### src/rtl/delay_ctrl_pkg.sv
// Shared types and helpers for the ring-buffer delay sequencer.
package delay_ctrl_pkg;

   typedef enum logic {
      ST_FILL = 1'b0,
      ST_RUN  = 1'b1
   } delay_ctrl_state_e;

   // A zero delay makes no sense for a ring buffer, and anything longer than
   // the buffer cannot be honoured, so requests are pinned into 1..depth.
   function automatic int unsigned clamp_delay(input int unsigned req,
                                               input int unsigned depth);
      if (req == 0) begin
         return 1;
      end else if (req > depth) begin
         return depth;
      end else begin
         return req;
      end
   endfunction

endpackage

### src/rtl/delay_ctrl.sv
// Pointer and fill sequencer for a RAM-backed ring-buffer delay line.
// The write pointer free-runs on every sample strobe; the read pointer trails
// it by the configured delay. A fill counter keeps the output qualified low
// until the buffer really holds that much history.
module delay_ctrl
   import delay_ctrl_pkg::*;
#(
   parameter int unsigned DEPTH         = 1024,
   parameter int unsigned DEFAULT_DELAY = 16,
   localparam int W_PTR = $clog2(DEPTH),
   localparam int W_DLY = $clog2(DEPTH + 1)
) (
   input  logic             clk_i,
   input  logic             rst_i,
   input  logic             en_i,
   input  logic             cfg_valid_i,
   input  logic [W_DLY-1:0] cfg_delay_i,
   output logic             cfg_ready_o,
   output logic             mem_we_o,
   output logic [W_PTR-1:0] mem_waddr_o,
   output logic [W_PTR-1:0] mem_raddr_o,
   output logic             out_valid_o,
   output logic             busy_o,
   output logic [W_DLY-1:0] cur_delay_o
);

   localparam int W_EXT = W_PTR + 1;

   logic [W_PTR-1:0]  wptr;
   logic [W_DLY-1:0]  delay;
   logic [W_DLY-1:0]  fill_cnt;
   logic [W_DLY-1:0]  fill_next;
   logic [W_EXT-1:0]  rdiff;
   logic              cfg_accept;
   logic              out_valid;
   delay_ctrl_state_e state;

   assign cfg_ready_o = ~rst_i;
   assign cfg_accept  = cfg_valid_i & cfg_ready_o;
   assign fill_next   = fill_cnt + W_DLY'(1);

   assign mem_we_o    = en_i;
   assign mem_waddr_o = wptr;
   assign mem_raddr_o = rdiff[W_PTR-1:0];
   assign out_valid_o = out_valid;
   assign busy_o      = (state == ST_FILL);
   assign cur_delay_o = delay;

   // Read address is wptr - delay modulo DEPTH; one extra bit catches the
   // borrow so non-power-of-two depths wrap correctly. delay == DEPTH lands
   // on the write address, where the read-first RAM yields the oldest entry.
   always_comb begin
      rdiff = {1'b0, wptr} - W_EXT'(delay);
      if (rdiff[W_PTR]) begin
         rdiff = rdiff + W_EXT'(DEPTH);
      end
   end

   // Write pointer advances on every strobe regardless of fill state.
   always_ff @(posedge clk_i) begin
      if (rst_i) begin
         wptr <= '0;
      end else if (en_i) begin
         wptr <= (wptr == W_PTR'(DEPTH - 1)) ? '0 : wptr + W_PTR'(1);
      end
   end

   // Output qualifier lines up with the registered RAM read data; a
   // coincident reconfiguration does not retract the strobe already in flight.
   always_ff @(posedge clk_i) begin
      if (rst_i) begin
         out_valid <= 1'b0;
      end else begin
         out_valid <= en_i && (state == ST_RUN);
      end
   end

   // Fill sequencing and delay reconfiguration; an accepted request restarts
   // the fill and the strobe sharing its cycle is not counted toward it.
   always_ff @(posedge clk_i) begin
      if (rst_i) begin
         delay    <= W_DLY'(DEFAULT_DELAY);
         fill_cnt <= '0;
         state    <= ST_FILL;
      end else if (cfg_accept) begin
         delay    <= W_DLY'(clamp_delay(32'(cfg_delay_i), DEPTH));
         fill_cnt <= '0;
         state    <= ST_FILL;
      end else if ((state == ST_FILL) && en_i) begin
         fill_cnt <= fill_next;
         if (fill_next == delay) begin
            state <= ST_RUN;
         end
      end
   end

endmodule

### config.mk
export PLATFORM = sky130hd
export DESIGN_NAME = delay_ctrl
export DESIGN_NICKNAME = d
export VERILOG_FILES = /design/src/rtl/delay_ctrl_pkg.sv /design/src/rtl/delay_ctrl.sv
export SDC_FILE = /design/constraint.sdc
export NUM_CORES = 1
export LEC_CHECK = 0
export CORE_ASPECT_RATIO = 0.9
export CORE_UTILIZATION = 40
export CTS_CLUSTER_DIAMETER = 30
export DETAILED_ROUTE_END_ITERATION = 10
export PLACE_DENSITY = 0.71
export SYNTH_ARGS = -nofsm -noshare
export SYNTH_HDL_FRONTEND = slang
export SYNTH_SLANG_ARGS = --single-unit
### constraint.sdc
create_clock -name clk_i -period 2.5 [get_ports clk_i]
set_input_delay 0.5 -clock clk_i [delete_from_list [all_inputs] [get_ports clk_i]]
set_output_delay 0.5 -clock clk_i [all_outputs]
set_load 0.01 [all_outputs]
==> flow_summary_export.csv, run 1 <==
group,metric,value,unit
status,status,"finished, violations left",
status,violations,"setup timing",
setup_path,critical_path_buf_inv_count,3,
setup_path,startpoint_type,"register",
synth,syn_nets,290,
global_route,grt_use_total,20.98,%
global_route,grt_max_degree,18,
sta,tightest_slew,0.4920,ns
power_and_ir_drop,powerDensity,417.6,nW/µm²
route,vias,2128,
synth,syn_avg_cell_area,8.145,µm²
die,die_x,79.14,µm
place,port_buffers,49,
layout,drive_gt1_share,21.61,%
sta,fmax,0.3770,GHz
route,drt_iter0_markers,130,
clock_network,clock_latency,0.29,ns
place,place_ws,-0.4503,ns
route,wire_per_inst,14.16,µm
global_route,grt_overflow,0,
setup_path,crit_family,"compound AO/OA/AOI/OAI gates",
route,ant_nets,0,
synth,synth_area,2142,µm²
sta,setup_viol,2,
setup_path,crit_top_cell,"inv_2",
clock_network,cts_sinks,34,
setup_path,crit_fanout,2,
clock_network,htree_levels,2,
layout,area_growth,42.76,%
synth,yosysUniqueCellTypes,45,
die,dieArea,5652,µm²
sta,rsz0062_at_grt,"yes",
setup_path,end_kind,"primary output",
synth,yosys_register_bits,34,
die,row_count,24,
setup_path,critPathArrivalTime,2.15,ns
sta,setup_tns,-0.1631,ns
die,start_util,42.97,%
clock_network,numCtsBuffers,5,
route,drtPass1Iterations,4,
setup_path,critPathMaxStageDelay,0.35,ns
clock_network,cts_tree,"yes",
synth,yosysSeqAreaShare,31.78,%
setup_path,regToRegSetupSlack,0.69,ns
global_route,antenna_found_initial,0,
setup_path,cp_slowest_cell,"fa_2",
layout,antenna_cells,0,
place,post_dp_cell_area,2917,µm²
sta,period_minus_slack,2.653,ns
clock_network,cts-root-buf,"clkbuf_8",
sta,relSlewSlack,67.20,%
power_and_ir_drop,p_leak,1.236,nW
setup_path,crit_required,2.00,ns
job,drv_cap,0,
synth,syn_inst,263,
die,pin_count,50,
synth,ys_warn_count,0,
clock_network,ctsLongestPathBuffers,2,
setup_path,critPathKind,"reg -> out",
sta,worst_slack,-0.1526,ns
global_route,grt_pass1_vias,1960,
power_and_ir_drop,ir_worst_vdd,0.0003007,V
layout,nets,374,
sta,finalHoldViolCount,0,
clock_network,clkTransAtPathRegs,0.08,ns
min_path,hp-class,"reg -> reg",
synth,synth-main-ff-cell,"dfxtp_1",
setup_path,cp_cell_sequence,"inv_2, ha_4, inv_2, fa_2, a21o_1, a21oi_2, o21ai_2, o41ai_2, xnor2_1, buf_2",
sta,report.final.slew_viol_count,0,
global_route,grt_pass1_wl,9163,µm
sta,timing.hold.ws,0.5196,ns
sta,finalCritPeriodShare,106.1,%
route,routed_wl,5832,µm
die,fp.dieH,71.43,µm
route,drc,0,
clock_network,cts_hold_buffers,0,
route,vias_per_cell,5.165,
synth,ys_async_sr_fraction,0,%
place,hpwl,4366,µm
sta,finClkSkew,0.008210,ns
synth,synth-edff-count,0,
layout,fin_area,3058,µm²
die,coreArea,4985,µm²
place,place_congestion,0.8491,
layout,postLayoutCoreUtil,61.35,%
[cells in the final DEF (no fill, tap or decap), types with 5 or more instances in the layout]
cell type        instances
xor2_1                  17
and3_1                   5
nand4_1                  8
buf_4                   36
inv_1                   12
dfxtp_1                 30
o21ai_0                 12
clkbuf_8                 5
ha_1                     9
nand2_1                 20
clkdlybuf4s50_1         41
or3_1                    5
nor2_1                  29
nand3_1                 12
a21oi_1                 11
buf_2                    6
xnor2_1                 19
[where the power goes]
group / switching [mW] / internal (mW)
registers: 0.0108 / 0.555
clock network: 0.212 / 0.187
logic: 0.145 / 0.167
total: 0.367 / 0.910
[cells in the mapped netlist, types with 3 or more instances]
cell type	count	area share, %
inv_1	15	2.6
nand2_1	20	3.5
and2_1	3	0.88
o21ai_0	14	3.3
dfxtp_1	34	32
ha_1	11	6.4
nor2b_1	5	1.5
xnor2_1	19	7.8
or3_1	6	1.8
buf_4	3	1.1
nand3b_1	3	1.1
clkbuf_1	3	0.53
nand4_1	8	2.3
buf_2	3	0.70
nor2_1	29	5.1
and3_1	5	1.5
a21oi_1	13	3.0
nand2b_1	4	1.2
o211ai_1	3	1.1
nor4_1	3	0.88
xor2_1	17	7.0
mux2i_1	3	1.4
nand3_1	12	2.8
[repair_timing]
| item | 4_1_cts | 5_1_grt |
|---|---|---|
| pin swaps | 14 | 5 |
| buffers inserted | 2 | 1 |
| endpoints found under the setup margin | 8 | 5 |
| resized for setup | 43 | 6 |
[layout make-up]
type / count / area (µm²)
fill: 479 / 1927
multi-input combinational: 204 / 1405
timing repair buffer: 87 / 750.7
sequential: 34 / 685.7
tap: 65 / 81.33
clock buffer: 5 / 68.82
inverter: 15 / 56.30
clock inverter: 2 / 10.01
[layer usage]
metal / part of all wire, % / global-route usage (%)
met1: 50 / 30.10
met2: 46 / 32.76
met3: 3.6 / 3.185
met4: 1.0 / 5.657
met5: 0 / 0
[per-stage QoR]
step	std cells	power (mW)
after floorplan	263	0.7169
after global routing	412	1.332
final	412	1.277
after detailed placement	402	0.8773
after global placement	402	0.8721
after CTS	411	1.273
[worst paths after layout]
| kind | start | to | cells past startpoint |
|---|---|---|---|
| setup / recovery | mem_waddr_o[0]$_SDFFE_PP0P_ | mem_raddr_o[8] | 10 |
| setup reg to reg | mem_waddr_o[1]$_SDFFE_PP0P_ | mem_waddr_o[1]$_SDFFE_PP0P_ | 8 |
| hold / removal | cur_delay_o[3]$_SDFFE_PP0P_ | cur_delay_o[3]$_SDFFE_PP0P_ | 2 |
| hold reg to reg | cur_delay_o[3]$_SDFFE_PP0P_ | cur_delay_o[3]$_SDFFE_PP0P_ | 2 |
[cell families after synthesis]
logic type	after synthesis	share of synthesized area, %
AOI/OAI and AO/OA	46	13.84
xor gates and xnor gates	36	14.72
adders and majority gates	12	7.360
buffers and inverters	25	5.432
DFF	34	31.78
muxes	3	1.402
and+or+nand+nor	107	25.47
[worst reg2reg max path: stages (launching register included)]
cell and delay (ns):
dfxtp_2 0.36, buf_6 0.11, buf_4 0.13, ha_1 0.17, nand4_1 0.16, nor2_1 0.31
nand3_1 0.11, nand2_1 0.26, nor2_1 0.09
[registers in the layout, indices dropped and copies added (netlist names)]
signal	count
fill_cnt	11
mem_waddr_o	10
cur_delay_o	11
out_valid_o	1
state	1
(Power assumes the default switching activity.)
==> run 2, diff against run 1 <==
--- a/config.mk
+++ b/config.mk
@@ -6,10 +6,12 @@
 export NUM_CORES = 1
 export LEC_CHECK = 0
 export CORE_ASPECT_RATIO = 0.9
+export CORE_MARGIN = 2
 export CORE_UTILIZATION = 40
 export CTS_CLUSTER_DIAMETER = 30
 export DETAILED_ROUTE_END_ITERATION = 10
 export PLACE_DENSITY = 0.71
+export SLEW_MARGIN = 5
 export SYNTH_ARGS = -nofsm -noshare
 export SYNTH_HDL_FRONTEND = slang
 export SYNTH_SLANG_ARGS = --single-unit
==> flow_summary_export.csv, run 2 (synthesis gave the netlist of run 1 again) <==
group,metric,value,unit
power_and_ir_drop,ir_worst_vdd,0.0001928,V
route,routed_wl,5616,µm
route,vias_per_cell,5.085,
setup_path,startpoint_type,"register",
min_path,hold_start,"state$_SDFFE_PP0P_",
die,die_x,81.14,µm
job,drv_cap,0,
place,port_buffers,49,
setup_path,reg2reg_from,"fill_cnt[0]$_SDFFE_PP0P_",
global_route,antenna_found_initial,0,
global_route,grt_pass1_wl,9190,µm
clock_network,clock_latency,0.29,ns
power_and_ir_drop,powerDensity,416.7,nW/µm²
route,drt_iter0_markers,135,
die,dieArea,5957,µm²
layout,area_growth,41.12,%
power_and_ir_drop,p_leak,1.210,nW
setup_path,crit_required,2.00,ns
global_route,grt_max_degree,18,
layout,antenna_cells,0,
sta,finalCritPeriodShare,104.7,%
global_route,grt_use_total,20.34,%
die,fp.dieH,73.43,µm
sta,finalHoldViolCount,0,
route,wire_per_inst,13.63,µm
setup_path,setup.worst_path.start,"mem_waddr_o[0]$_SDFFE_PP0P_",
layout,final_common_cell,"clkdlybuf4s50_1",
sta,fmax,0.3821,GHz
route,drtPass1Iterations,4,
sta,worst_slack,-0.1172,ns
status,status,"finished, violations left",
setup_path,regToRegSetupSlack,0.65,ns
route,ant_nets,0,
sta,setup_tns,-0.1172,ns
die,start_util,41.01,%
place,place_congestion,0.8850,
setup_path,critPathKind,"reg -> out",
sta,setup_viol,1,
die,coreArea,5224,µm²
sta,tightest_slew,0.3780,ns
route,drc,0,
min_path,whs_path_depth,2,
die,row_count,25,
sta,relSlewSlack,74.57,%
clock_network,cts-root-buf,"clkbuf_8",
clock_network,htree_levels,2,
layout,nets,372,
global_route,grt_overflow,0,
layout,mostFrequentLayoutCells,"clkdlybuf4s50_1, buf_4, dfxtp_1",
clock_network,cts_tree,"yes",
clock_network,cts_sinks,34,
min_path,hp-class,"reg -> reg",
clock_network,clkTransAtPathRegs,0.07,ns
setup_path,end_kind,"primary output",
layout,drive_gt1_share,19.42,%
clock_network,numCtsBuffers,5,
status,violations,"setup timing",
sta,rsz0062_at_grt,"yes",
global_route,grt_pass1_vias,1983,
sta,finClkSkew,0.007096,ns
route,vias,2095,
clock_network,ctsLongestPathBuffers,2,
die,pin_count,50,
sta,period_minus_slack,2.617,ns
place,hpwl,4296,µm
setup_path,rr_worst_depth,6,
setup_path,critPathArrivalTime,2.12,ns
place,place_ws,-0.4190,ns
setup_path,crit_fanout,2,
sta,report.final.slew_viol_count,0,
[run 2: worst max-delay path: stages, from the launching register on]
cell	delay (ns)
dfxtp_2	0.32
inv_2	0.05
ha_4	0.12
inv_2	0.03
fa_2	0.33
a21o_1	0.17
a21oi_2	0.16
o21ai_2	0.08
o41ai_2	0.23
xnor2_1	0.17
buf_2	0.16
[run 2: area by class of cell]
type	instances	area, µm²
well taps	67	83.83
flip-flops and latches	34	686.9
repair buffers	85	732.0
fillers	505	2201
multi-input cells	204	1388
clock buffers	7	76.32
inverters	15	56.30
[run 2: through the flow]
step	util, %	hold slack [ns]	area, µm²	total power [mW]	instances
CTS	57.51	0.5120	3004	1.265	412
detailed placement	55.88	0.5039	2919	0.8802	404
global route	57.87	0.5487	3023	1.328	412
global placement	55.88	0.4898	2919	0.8757	404
finish	57.87	0.5115	3023	1.260	412
floorplan	-	0.4603	2142	0.7169	263
[run 2: power by group]
group	internal, mW	switching (mW)	leakage [nW]
clock	0.192	0.200	0.0383
combinational	0.161	0.141	0.895
sequential	0.555	0.0105	0.277
[run 2: worst paths after layout]
path / end
max reg2reg: state$_SDFFE_PP0P_
max: mem_raddr_o[8]
min: state$_SDFFE_PP0P_
min reg2reg: state$_SDFFE_PP0P_
[run 2: routing by layer]
| metal | routed length [µm] | global-route usage (%) |
|---|---|---|
| met3 | 214 | 3.931 |
| met5 | 0 | 0 |
| met2 | 2431 | 30.76 |
| met4 | 76 | 6.780 |
| met1 | 2894 | 29.03 |
[run 2: what timing repair did]
action | in CTS | in global routing
pin swaps | 13 | 7
hold buffers | 0 | 0
setup buffers | 1 | 0
resized for setup | 35 | 8
endpoints found under the setup margin | 8 | 8
==> run 3, diff against run 2 <==
--- a/config.mk
+++ b/config.mk
@@ -9,6 +9,7 @@
 export CORE_MARGIN = 2
 export CORE_UTILIZATION = 40
 export CTS_CLUSTER_DIAMETER = 30
+export CTS_CLUSTER_SIZE = 14
 export DETAILED_ROUTE_END_ITERATION = 10
 export PLACE_DENSITY = 0.71
 export SLEW_MARGIN = 5
==> results of run 3 <==
Final layout, timing and power as in run 2 (identical DEF).
